File: src/rtl/analyzer_sequencer_if.sv
// rtl/analyzer_sequencer_if.sv - operand/result and analyzer-bank signals of the sequencer
interface analyzer_sequencer_if #(
    parameter int N_AN  = 2,
    parameter int WIDTH = 32
);
    logic             start_i;
    logic [WIDTH-1:0] number_i;
    logic             busy_o;
    logic             done_o;
    logic [N_AN-1:0]  results_o;
    logic [N_AN-1:0]  valid_o;
    logic [2:0]       state_o;
    logic [WIDTH-1:0] an_number_o;
    logic [N_AN-1:0]  an_go_o;
    logic [N_AN-1:0]  an_done_i;
    logic [N_AN-1:0]  an_result_i;

    // Sequencer side
    modport slave (
        input  start_i, number_i, an_done_i, an_result_i,
        output busy_o, done_o, results_o, valid_o, state_o, an_number_o, an_go_o
    );

    // Operand source / analyzer bank side
    modport master (
        output start_i, number_i, an_done_i, an_result_i,
        input  busy_o, done_o, results_o, valid_o, state_o, an_number_o, an_go_o
    );
endinterface

File: src/rtl/analyzer_sequencer.sv
// rtl/analyzer_sequencer.sv - runs a bank of go/done analyzers one at a time against one operand
module analyzer_sequencer #(
    parameter int N_AN    = 2,
    parameter int WIDTH   = 32,
    parameter int TIMEOUT = 255
) (
    input  logic                clk,
    input  logic                reset,
    analyzer_sequencer_if.slave bus
);
    localparam int IDX_W = (N_AN > 1) ? $clog2(N_AN) : 1;
    localparam int TMR_W = $clog2(TIMEOUT + 1);

    localparam logic [2:0] S_IDLE    = 3'd0;
    localparam logic [2:0] S_RUN     = 3'd2;
    localparam logic [2:0] S_RELEASE = 3'd3;
    localparam logic [2:0] S_DONE    = 3'd5;

    logic [2:0]       state_q,   state_d;
    logic [IDX_W-1:0] idx_q,     idx_d;
    logic [TMR_W-1:0] timer_q,   timer_d;
    logic [WIDTH-1:0] number_q,  number_d;
    logic [N_AN-1:0]  results_q, results_d;
    logic [N_AN-1:0]  valid_q,   valid_d;

    logic done_sel;
    logic result_sel;
    logic timer_last;
    logic idx_last;

    // Only the analyzer currently selected is observed; the others are ignored.
    assign done_sel   = bus.an_done_i[idx_q];
    assign result_sel = bus.an_result_i[idx_q];
    assign timer_last = (timer_q == TMR_W'(TIMEOUT - 1));
    assign idx_last   = (idx_q == IDX_W'(N_AN - 1));

    // Next-state and datapath decisions for the sequencing FSM
    always_comb begin
        state_d   = state_q;
        idx_d     = idx_q;
        timer_d   = timer_q;
        number_d  = number_q;
        results_d = results_q;
        valid_d   = valid_q;
        case (state_q)
            S_IDLE: begin
                if (bus.start_i) begin
                    number_d  = bus.number_i;
                    results_d = '0;
                    valid_d   = '0;
                    idx_d     = '0;
                    timer_d   = '0;
                    state_d   = S_RUN;
                end
            end
            S_RUN: begin
                // A done seen on the final allowed cycle still counts as completion.
                if (done_sel) begin
                    results_d[idx_q] = result_sel;
                    valid_d[idx_q]   = 1'b1;
                    timer_d          = '0;
                    state_d          = S_RELEASE;
                end else if (timer_last) begin
                    results_d[idx_q] = 1'b0;
                    valid_d[idx_q]   = 1'b0;
                    timer_d          = '0;
                    state_d          = S_RELEASE;
                end else begin
                    timer_d = timer_q + TMR_W'(1);
                end
            end
            S_RELEASE: begin
                // Wait for the analyzer to fall back to its initial state, bounded
                // so a stuck done line cannot hang the whole bank.
                if (!done_sel || timer_last) begin
                    if (idx_last) begin
                        state_d = S_DONE;
                    end else begin
                        idx_d   = idx_q + IDX_W'(1);
                        timer_d = '0;
                        state_d = S_RUN;
                    end
                end else begin
                    timer_d = timer_q + TMR_W'(1);
                end
            end
            S_DONE: begin
                state_d = S_IDLE;
            end
            default: begin
                state_d = S_IDLE;
            end
        endcase
    end

    // State and datapath registers, cleared immediately on reset
    always_ff @(posedge clk or posedge reset) begin
        if (reset) begin
            state_q   <= S_IDLE;
            idx_q     <= '0;
            timer_q   <= '0;
            number_q  <= '0;
            results_q <= '0;
            valid_q   <= '0;
        end else begin
            state_q   <= state_d;
            idx_q     <= idx_d;
            timer_q   <= timer_d;
            number_q  <= number_d;
            results_q <= results_d;
            valid_q   <= valid_d;
        end
    end

    // Go is decoded from registered state only, so it cannot glitch on analyzer inputs
    always_comb begin
        bus.an_go_o = '0;
        if (state_q == S_RUN) begin
            bus.an_go_o[idx_q] = 1'b1;
        end
    end

    assign bus.busy_o      = (state_q != S_IDLE);
    assign bus.done_o      = (state_q == S_DONE);
    assign bus.state_o     = state_q;
    assign bus.results_o   = results_q;
    assign bus.valid_o     = valid_q;
    assign bus.an_number_o = number_q;
endmodule

File: src/flat_wrapper.sv
// flat-port wrapper written by rule: the top's interface ports become plain ports
module analyzer_sequencer_flat 
#(
    parameter int N_AN    = 2,
    parameter int WIDTH   = 32,
    parameter int TIMEOUT = 255
)
  (clk, reset, bus_start_i, bus_number_i, bus_an_done_i, bus_an_result_i, bus_busy_o, bus_done_o, bus_results_o, bus_valid_o, bus_state_o, bus_an_number_o, bus_an_go_o);
  analyzer_sequencer_if #(.N_AN(N_AN), .WIDTH(WIDTH)) bus_i ();
  input  logic clk;
  input  logic reset;
  input wire logic [$bits(bus_i.start_i)-1:0] bus_start_i;
  input wire logic [$bits(bus_i.number_i)-1:0] bus_number_i;
  input wire logic [$bits(bus_i.an_done_i)-1:0] bus_an_done_i;
  input wire logic [$bits(bus_i.an_result_i)-1:0] bus_an_result_i;
  output wire logic [$bits(bus_i.busy_o)-1:0] bus_busy_o;
  output wire logic [$bits(bus_i.done_o)-1:0] bus_done_o;
  output wire logic [$bits(bus_i.results_o)-1:0] bus_results_o;
  output wire logic [$bits(bus_i.valid_o)-1:0] bus_valid_o;
  output wire logic [$bits(bus_i.state_o)-1:0] bus_state_o;
  output wire logic [$bits(bus_i.an_number_o)-1:0] bus_an_number_o;
  output wire logic [$bits(bus_i.an_go_o)-1:0] bus_an_go_o;
  assign bus_i.start_i = bus_start_i;
  assign bus_i.number_i = bus_number_i;
  assign bus_i.an_done_i = bus_an_done_i;
  assign bus_i.an_result_i = bus_an_result_i;
  assign bus_busy_o = bus_i.busy_o;
  assign bus_done_o = bus_i.done_o;
  assign bus_results_o = bus_i.results_o;
  assign bus_valid_o = bus_i.valid_o;
  assign bus_state_o = bus_i.state_o;
  assign bus_an_number_o = bus_i.an_number_o;
  assign bus_an_go_o = bus_i.an_go_o;
  analyzer_sequencer #(.N_AN(N_AN), .WIDTH(WIDTH), .TIMEOUT(TIMEOUT)) u_core (.clk(clk), .reset(reset), .bus(bus_i));
endmodule
File: config.mk
export PLATFORM = sky130hd
export DESIGN_NAME = analyzer_sequencer_flat
export DESIGN_NICKNAME = d
export VERILOG_FILES = /design/src/rtl/analyzer_sequencer_if.sv /design/src/rtl/analyzer_sequencer.sv /design/src/flat_wrapper.sv
export SDC_FILE = /design/constraint.sdc
export NUM_CORES = 1
export LEC_CHECK = 0
export ABC_AREA = 1
export CAP_MARGIN = 20
export CORE_ASPECT_RATIO = 1.4
export CORE_MARGIN = 4
export CORE_UTILIZATION = 47
export DETAILED_ROUTE_END_ITERATION = 7
export GPL_TIMING_DRIVEN = 0
export PLACE_DENSITY = 0.85
export SYNTH_ARGS = -nofsm -noshare
export SYNTH_HDL_FRONTEND = slang
export SYNTH_SLANG_ARGS = --single-unit
File: constraint.sdc
create_clock -name clk -period 2.44 [get_ports clk]
set_input_delay 0.244 -clock clk [delete_from_list [all_inputs] [get_ports clk]]
set_output_delay 0.244 -clock clk [all_outputs]
set_load 0.005 [all_outputs]
After elaboration in Yosys (flattened, before gate mapping)
Index checks and enable logic that the tools add are counted.

storage, ports and cells
  input port bits = 39
  flip-flop bits (word level) = 48
  output and inout bits = 43
  word-level logic and storage cells = 66

cells by class
  $add $sub $neg = 2
  muxes and demuxes = 31
  magnitude comparators = 2
  reduce and logical (&&, ||, !) cells = 13
  equality and inequality tests = 8
  bitwise operators = 4

operators with widths
  operator             count
  $mux 8               5
  $pmux 8 s3           1
  $mux 3               5
  $mux 2               6
  $reduce_and 3->1     4
  $pmux 3 s3           1
  $add 8x1->8 const B  1
  $eq 8x8->1 const B   1
  $mux 1               8
  $pmux 2 s2           2
  $eq 3x2->1 const B   2
  $reduce_bool 3->1    2
  $and 2x2->2          2
  $reduce_bool 2->1    2
  $eq 3x3->1 const B   1
  $logic_not 3->1      1
  $ne 3x1->1 const B   1
  $ne 3x3->1 const B   1
  $bwmux 2             1
  $lt 1x2->1 const B   1
  $ne 2x1->1 const B   1
  $ne 2x2->1 const B   1
  $not 2->2            1
  $or 2x2->2           1
  8 further kinds      8

Longest topological paths before layout
Gate-level depths: netlist (run 1).

  word-level depth = 9
  depth in mapped cells = 11
  depth with buffers taken out = 11

Worst setup path after synthesis (run 1)
OpenSTA, ideal clock, no wires.

  path kind = register -> register
  start = reg u_core.timer_q[0]
  end = reg u_core.timer_q[5]
  setup time = 0.122 ns
  arrival = 1.151 ns
  cell stages (with the launch flop) = 10
  path buffers = 0
  setup slack = 1.167 ns
  cell sequence = dfrtp_1 -> inv_1 -> ha_1 -> inv_1 -> nor2_1 -> nand2_1 -> nand3_1 -> nand2_2 -> inv_2 -> o21ai_2

between the ends
  cells in the longest elaborated chain, start to end = 4
  elaborated cells on any way between the ends = 9
  classes of those cells = 1 x add/sub; 2 x eq/ne; 4 x mux; 2 x reduce/logical

ends and longest elaborated chain
  element                                         RTL line                                                                      source
  start, declared                                 analyzer_sequencer.sv:21                                                      logic [TMR_W-1:0] timer_q, timer_d;
  start signal, assigned                          analyzer_sequencer.sv:108                                                     timer_q <= timer_d;
  $add 8x1->8 or $eq 8x8->1 (tied branches)       analyzer_sequencer.sv:69, analyzer_sequencer.sv:84, analyzer_sequencer.sv:34
  $mux 8 or $logic_or 1x1->1 (tied branches)      analyzer_sequencer.sv:63, analyzer_sequencer.sv:75
  $mux 8 (tied with other cells)                  analyzer_sequencer.sv:58                                                      if (done_sel) begin
  $pmux 8 s3 or $reduce_and 3->1 (tied branches)  --

Several ways; a longest one is shown, not always the timed one.
A chain may end at the register's enable or synchronous reset.

Worst setup path in the final report (run 1)
  start = reg u_core.state_q[0] (netlist: u_core.bus.state_o[0])
  end = out bus_an_go_o[0]

between the ends
  cells in the longest elaborated chain, start to end = 2

ends and longest elaborated chain
  element                 RTL line                   source
  start, declared         analyzer_sequencer.sv:19   logic [2:0] state_q, state_d;
  start signal, assigned  analyzer_sequencer.sv:106  state_q <= state_d;
  $eq 3x2->1              analyzer_sequencer.sv:118  if (state_q == S_RUN) begin
  $mux 2                  analyzer_sequencer.sv:118
  end, declared           flat_wrapper.sv:22         output wire logic [$bits(bus_i.an_go_o)-1:0] bus_an_go_o;

No other way between the ends.

==> qor.yml, run 1 <==
die:
  core_mm2: 0.00450
  die_x_um: 65.4
  pin_count: 82
  num_rows: 29
  start_util_pct: 48.1
  die_h_um: 88.3
  die-area_mm2: 0.00577
clock_network:
  path_clk_slew_ns: 0.09
  cts-root-buf: "clkbuf_8"
  clkSinkCount: 48
  cts_max_path_buffers: 2
  clk-insertion-delay-late_ns: 0.29
  cts_tree: "done"
  cts_setup_buffers: 0
  cts_resized: 0
  cts_buffers: 5
  h-tree-depth: 2
  hold_buffers: 0
yosys:
  synth_most_common_cell: "nand2_1"
  synth_edf_count: 0
  async_flop_share_pct: 100
  syn_avg_cell_area_um2: 8.17
  netlist_instances: 265
  ys_seq_area_share_pct: 55.5
  syn_area_mm2: 0.00217
  synth_nets: 306
  synthTopCellsByArea: "dfrtp_1, nand2_1, inv_1"
  synth_top_cell_area_share_pct: 55.5
  synth_warnings: 0
  synth-main-ff-cell: "dfrtp_1"
  ys_ff_latch: 48
  synth_cell_types: 21
  synth_common_cells: "nand2_1, dfrtp_1, inv_1"
  synth_area_leader_cell: "dfrtp_1"
route:
  wl_met1_um: 1860
  dr_wl_met2_um: 2750
  drc_errors: 0
  drt_iter0_markers: 68
  top_layer: "met4"
  wl_met3_um: 363
  avgViaCountPerCell: 4.73
  dr.pass1.iters: 6
  vias: 1973
  wl_per_cell_um: 12.0
  ant_nets: 0
  wl_um: 5020
timing:
  tns_ns: 0
  final_max_slew_viol_count: 0
  rsz0062_at_grt: "false"
  finalSetupViolations: 0
  max_freq_ghz: 0.478
  min_period_ns: 2.09
  tightest_slew_ns: 0.389
  finalWorstSetupSlack_ns: 0.349
  finalHoldViolations: 0
  worst_clock_skew_ns: 0.00376
  slew_headroom_pct: 74.0
  finalCritPeriodShare_pct: 85.7
setup_path:
  cpMostUsedCell: "nor2_2"
  reg2reg_from: "u_core.timer_q[0]"
  critPathLaunchType: "flip-flop"
  crit_type: "flip-flop to output pin"
  critPathSlowestCell: "clkdlybuf4s50_1"
  r2r_cells: 10
  endpoint_kind: "output pin"
  critPathRequiredTime_ns: 2.20
  reg2reg_slack_ns: 0.98
  critPathMaxFanout: 5
  arrival_ns: 1.85
  cpLargestDelayFamily: "buffers and inverters"
  crit_buf_inv: 3
  critPathMaxStageDelay_ns: 0.52
  crit_path_cell_trace: "nor2_2 -> inv_1 -> nor2_2 -> inv_2 -> nor2_1 -> clkdlybuf4s50_1"
  rr_endpoint: "u_core.timer_q[0]"
grt:
  grt_pass1_vias: 1960
  grt.total_usage_pct: 19.1
  antenna_found_initial: 0
  grt_pass1_wl_um: 8650
  grt_overflow: 0
  grt_max_degree: 32
placement:
  dp_hpwl_um: 3950
  portBuffers: 81
  place_area_mm2: 0.00307
  pre_cts_ws_ns: 0.682
  globalplace.congestion: 0.843
power_and_ir_drop:
  ir_worst_vdd_v: 0.000624
  powerDensity_mw_per_mm2: 1080
  p_leak_uw: 0.00158
finish:
  area_delta_synth_final_pct: 46.4
  layout-drive-gt1-share_pct: 10.4
  design_area_mm2: 0.00317
  diodes: 0
  final_nets: 395
job:
  maxCapViolations: 0
min_path:
  min_path_type: "primary input to async pin"
run_status:
  outcome: "finished clean"
per-stage QoR:
stage | hold slack (ns) | util, % | total power [µW] | cells
3_3_place_gp | 0.453 | 67.9 | 2910 | 408
5_1_grt | 0.290 | 70.5 | 3720 | 417
3_5_place_dp | 0.458 | 68.3 | 2970 | 409
4_1_cts | 0.260 | 70.5 | 3470 | 417
2_1_floorplan | 0.361 | - | 2080 | 265
6_report | 0.268 | 70.5 | 3430 | 417
metal layers:
layer	vias to the layer above	GRT usage (%)
met5	-	0
met4	0	5.28
met3	5	5.84
met2	58	34.7
met1	925	21.6
li1	985	-
power breakdown:
group,internal [µW],switching (µW)
clock,229,259
sequential,1110,202
combinational,848,777
total,2190,1240
cells by family (layout without fill, tap and decap cells):
group | after synthesis | after routing | synth area share [%]
xor gates and xnor gates | 5 | 5 | 2.02
adders and majority gates | 2 | 2 | 1.16
DFF | 48 | 48 | 55.5
AOI/OAI and AO/OA | 10 | 10 | 3.47
buffers and inverters | 26 | 116 | 4.85
and+or+nand+nor | 174 | 174 | 33.0
final cells by class:
type	instances	area, µm²
inverter	20	75.1
sequential	48	1200
timing repair buffer	82	831
fill	403	1330
clock inverter	2	15.0
buffer	6	30.0
tap	62	77.6
clock buffer	6	82.6
multi-input combinational	191	860
flip-flops by register name, indices dropped and copies added, names as in the netlist:
signal and count:
u_core.bus.an_number_o 32, u_core.timer_q 8, u_core.bus.state_o 3, u_core.bus.results_o 2, u_core.bus.valid_o 2, u_core.idx_last 1
how the worst max path moves through the flow:
stage,startpoint,endpoint,slack [ns],depth (start not counted)
6_report,u_core.bus.state_o[0],bus_an_go_o[0],0.35,6
5_1_grt,u_core.bus.state_o[0],bus_an_go_o[0],0.24,6
4_1_cts,u_core.bus.state_o[0],bus_an_go_o[0],0.35,6
3_5_place_dp,u_core.bus.state_o[0],bus_an_go_o[0],0.68,6
3_3_place_gp,reset,u_core.bus.an_number_o[25],0.14,2
2_1_floorplan,reset,u_core.bus.an_number_o[0],1.05,1
placed cells by master, fill, tap and decap left out:
cell type	n
buf_12	1
nor2_4	1
xnor2_1	2
clkdlybuf4s50_1	81
nand2_4	2
o21ai_2	6
dfrtp_1	48
nor3_1	1
clkinvlp_4	2
nand3_2	1
nand3_1	8
ha_1	2
xor2_1	3
nor2_1	11
nand4_1	3
buf_2	6
a21oi_1	1
o21bai_1	1
nor2_2	3
o21ai_0	2
inv_2	6
nand2_2	3
inv_1	14
nand2_1	141
clkbuf_8	6
No activity file was read; power rests on OpenSTA's default activity.
==> inputs of run 2 (changes only) <==
--- a/config.mk
+++ b/config.mk
@@ -6,13 +6,15 @@
 export NUM_CORES = 1
 export LEC_CHECK = 0
 export ABC_AREA = 1
-export CAP_MARGIN = 20
+export CAP_MARGIN = 10
 export CORE_ASPECT_RATIO = 1.4
 export CORE_MARGIN = 4
 export CORE_UTILIZATION = 47
 export DETAILED_ROUTE_END_ITERATION = 7
 export GPL_TIMING_DRIVEN = 0
+export MAX_ROUTING_LAYER = met4
 export PLACE_DENSITY = 0.85
+export SLEW_MARGIN = 30
 export SYNTH_ARGS = -nofsm -noshare
 export SYNTH_HDL_FRONTEND = slang
 export SYNTH_SLANG_ARGS = --single-unit
==> qor.yml, run 2 (same netlist as run 1, synthesis figures left out) <==
run_status:
  outcome: "finished clean"
clock_network:
  clk-insertion-delay-late_ns: 0.30
  cts_tree: "done"
  clkSinkCount: 48
  cts-root-buf: "clkbuf_8"
  h-tree-depth: 2
  path_clk_slew_ns: 0.09
  hold_buffers: 0
  cts_setup_buffers: 0
  cts_buffers: 5
  cts_max_path_buffers: 2
  cts_resized: 0
setup_path:
  critPathMaxFanout: 5
  critPathMaxStageDelay_ns: 0.52
  crit_buf_inv: 3
  critPathRequiredTime_ns: 2.20
  endpoint_kind: "output pin"
  r2r_cells: 10
  crit_type: "flip-flop to output pin"
  crit_path_cell_trace: "nor2_2 -> inv_1 -> nor2_2 -> inv_2 -> nor2_1 -> clkdlybuf4s50_1"
  rr_endpoint: "u_core.timer_q[0]"
  reg2reg_from: "u_core.timer_q[0]"
  cpLargestDelayFamily: "buffers and inverters"
  cpMostUsedCell: "nor2_2"
  critPathLaunchType: "flip-flop"
  arrival_ns: 1.85
  reg2reg_slack_ns: 0.97
  critPathSlowestCell: "clkdlybuf4s50_1"
die:
  die_h_um: 88.3
  start_util_pct: 48.1
  die_x_um: 65.4
  core_mm2: 0.00450
  pin_count: 82
  num_rows: 29
  die-area_mm2: 0.00577
finish:
  area_delta_synth_final_pct: 45.6
  diodes: 0
  final_nets: 394
  seqCellArea_mm2: 0.00120
  multiInputGateArea_um2: 860
  fill_cells: 384
  mostFrequentLayoutCells: "nand2_1, clkdlybuf4s50_1, dfrtp_1"
  design_area_mm2: 0.00315
  largest_register_ffs: 32
  layout-drive-gt1-share_pct: 10.2
  final_common_cell: "nand2_1"
  final_cells: 416
min_path:
  min_path_type: "primary input to async pin"
placement:
  globalplace.congestion: 0.856
  place_area_mm2: 0.00306
  dp.cells: 408
  dp_hpwl_um: 3840
  portBuffers: 81
route:
  dr.pass1.iters: 4
  drt_iter0_markers: 77
  drc_errors: 0
  wl_per_cell_um: 11.8
  wl_um: 4920
  ant_nets: 0
  vias: 1953
  avgViaCountPerCell: 4.69
timing:
  final_max_slew_viol_count: 0
  tns_ns: 0
  tightest_slew_ns: 0.563
  slew_headroom_pct: 62.4
  rsz0062_at_grt: "false"
  max_freq_ghz: 0.479
  finalCritPeriodShare_pct: 85.6
  worst_clock_skew_ns: 0.00556
  min_period_ns: 2.09
  finalSetupViolations: 0
  finalHoldViolations: 0
power_and_ir_drop:
  p_total_uw: 3420
  powerDensity_mw_per_mm2: 1080
  p_leak_uw: 0.00157
  ir_worst_vdd_v: 0.000646
grt:
  antenna_found_initial: 0
  grt_pass1_vias: 1967
  grt.total_usage_pct: 19.2
  grt_pass1_wl_um: 8440
  grt_max_degree: 49
  grt_overflow: 0
job:
  maxCapViolations: 0
run 2: cell types whose count changed in the layout (fill, tap and decap cells not counted), sizes merged:
cell	change
buf	-1
run 2: power breakdown:
group	switching (µW)	internal [µW]
combinational	770	845
clock	262	229
sequential	200	1110
run 2: worst max-delay path by stage:
stage	startpoint	endpoint	slack (ns)	depth (start not counted)
after global routing	u_core.bus.state_o[0]	bus_an_go_o[0]	0.24	6
after global placement	reset	u_core.bus.an_number_o[25]	0.14	2
after CTS	u_core.bus.state_o[0]	bus_an_go_o[0]	0.34	6
after detailed placement	u_core.bus.state_o[0]	bus_an_go_o[0]	0.68	6
final	u_core.bus.state_o[0]	bus_an_go_o[0]	0.35	6
after floorplan	reset	u_core.bus.an_number_o[0]	1.05	1
run 2: layout make-up:
cell class	count	share of cell area, %
Inverter	20	2.46
Multi-Input combinational cell	191	27.3
Buffer	6	0.952
Clock inverter	2	0.476
Sequential cell	48	38.1
Timing Repair Buffer	81	25.7
Clock buffer	6	2.62
Tap cell	62	2.46
run 2: metal layers:
| metal | vias to the layer above | part of all wire (%) | track usage, % |
|---|---|---|---|
| li1 | 979 | - | - |
| met1 | 906 | 39 | 21.1 |
| met2 | 61 | 54 | 34.1 |
| met3 | 7 | 6.4 | 5.21 |
| met4 | 0 | 1.3 | 5.09 |
| met5 | - | 0 | - |
run 2: per-stage QoR:
step	util [%]	setup WS, ns	hold slack [ns]
after global routing	70.1	0.239	0.420
after CTS	70.1	0.343	0.379
after detailed placement	67.9	0.681	0.458
after floorplan	-	1.05	0.361
final	70.1	0.351	0.363
after global placement	67.9	0.139	0.453
==> inputs of run 3 (changes only) <==
--- a/config.mk
+++ b/config.mk
@@ -14,7 +14,7 @@
 export GPL_TIMING_DRIVEN = 0
 export MAX_ROUTING_LAYER = met4
 export PLACE_DENSITY = 0.85
-export SLEW_MARGIN = 30
+export SLEW_MARGIN = 0
 export SYNTH_ARGS = -nofsm -noshare
 export SYNTH_HDL_FRONTEND = slang
 export SYNTH_SLANG_ARGS = --single-unit
==> qor.yml, run 3 (same netlist as run 1, synthesis figures left out) <==
run_status:
  outcome: "finished clean"
setup_path:
  crit_path_cell_trace: "nor2_2 -> inv_1 -> nor2_2 -> inv_2 -> nor2_1 -> clkdlybuf4s50_1"
  crit_buf_inv: 3
  cpLargestDelayFamily: "buffers and inverters"
  critPathRequiredTime_ns: 2.20
  cpMostUsedCell: "nor2_2"
  critPathMaxStageDelay_ns: 0.52
  critPathMaxFanout: 5
  endpoint_kind: "output pin"
  crit_type: "flip-flop to output pin"
  arrival_ns: 1.85
  critPathLaunchType: "flip-flop"
  critPathSlowestCell: "clkdlybuf4s50_1"
timing:
  finalSetupViolations: 0
  max_freq_ghz: 0.478
  final_max_slew_viol_count: 0
  tightest_slew_ns: 0.391
  min_period_ns: 2.09
  slew_headroom_pct: 73.9
  finalHoldViolations: 0
  worst_clock_skew_ns: 0.00361
  finalCritPeriodShare_pct: 85.7
  rsz0062_at_grt: "false"
  tns_ns: 0
route:
  wl_met1_um: 1910
  drt_iter0_markers: 87
  ant_nets: 0
  wl_um: 5020
  dr.pass1.iters: 6
  wl_per_cell_um: 12.0
  vias: 1972
  top_layer: "met4"
  wl_met3_um: 298
  avgViaCountPerCell: 4.73
  drc_errors: 0
  dr_wl_met2_um: 2750
clock_network:
  h-tree-depth: 2
  cts_buffers: 5
  hold_buffers: 0
  clkSinkCount: 48
  cts_resized: 0
  cts_setup_buffers: 0
  cts_tree: "done"
  path_clk_slew_ns: 0.09
  cts-root-buf: "clkbuf_8"
  cts_max_path_buffers: 2
  clk-insertion-delay-late_ns: 0.30
grt:
  antenna_found_initial: 0
  grt_overflow: 0
  grt_max_degree: 32
  grt.total_usage_pct: 19.7
  grt_pass1_vias: 1962
  grt_pass1_wl_um: 8640
placement:
  portBuffers: 81
  dp_hpwl_um: 3950
  globalplace.congestion: 0.856
finish:
  area_delta_synth_final_pct: 46.4
  seqCellArea_mm2: 0.00120
  multiInputGateArea_um2: 860
  final_common_cell: "nand2_1"
  final_nets: 395
  fin_util_pct: 70.5
  largest_register_ffs: 32
  diodes: 0
  mostFrequentLayoutCells: "nand2_1, clkdlybuf4s50_1, dfrtp_1"
  fill_cells: 403
  layout-drive-gt1-share_pct: 10.4
job:
  maxCapViolations: 0
power_and_ir_drop:
  p_leak_uw: 0.00158
  p_total_uw: 3430
  powerDensity_mw_per_mm2: 1080
  ir_worst_vdd_v: 0.000625
min_path:
  min_path_type: "primary input to async pin"
die:
  start_util_pct: 48.1
  die_x_um: 65.4
  die_h_um: 88.3
  core_mm2: 0.00450
  pin_count: 82
  die-area_mm2: 0.00577
  num_rows: 29
[run 3: changes by cell type in the layout (fill, tap and decap cells not counted), sizes merged]
cell,before,now
buf,6,7
[run 3: layer usage]
metal / vias to the layer above / global-route usage (%)
li1: 986 / -
met1: 923 / 22.3
met2: 58 / 34.7
met3: 5 / 4.70
met4: 0 / 5.28
met5: - / -
[run 3: final cells by class]
class | instances | area share, %
inverters | 20 | 2.37
plain buffers | 6 | 0.947
multi-input cells | 191 | 27.1
clock inverters | 2 | 0.473
flip-flops and latches | 48 | 37.9
repair buffers | 82 | 26.2
well taps | 62 | 2.45
clock buffers | 6 | 2.60
[run 3: per-stage QoR]
stage / instances / hold slack [ns] / worst slack, ns / instance area (µm²)
after global routing: 417 / 0.291 / 0.238 / 3170
after detailed placement: 409 / 0.458 / 0.682 / 3070
final: 417 / 0.268 / 0.349 / 3170
after global placement: 408 / 0.453 / 0.139 / 3050
after floorplan: 265 / 0.361 / 1.05 / 2170
after CTS: 417 / 0.260 / 0.347 / 3170
[run 3: worst paths after layout]
check	from	endpoint	slack (ns)	depth (start not counted)
max	u_core.bus.state_o[0]	bus_an_go_o[0]	0.35	6
min	reset	u_core.bus.an_number_o[3]	0.27	2
max reg2reg	u_core.timer_q[0]	u_core.timer_q[0]	0.98	10
min reg2reg	u_core.bus.results_o[1]	u_core.bus.results_o[1]	0.47	2
max in group asynchronous	reset	u_core.bus.an_number_o[11]	1.68	3
min in group clk	u_core.bus.results_o[1]	u_core.bus.results_o[1]	0.47	2
[run 3: where the power goes]
| part | leakage, µW | internal, µW | switching (µW) |
|---|---|---|---|
| Combinational | 0.000923 | 848 | 777 |
| Sequential | 0.000611 | 1110 | 202 |
| Clock | 0.0000434 | 229 | 259 |
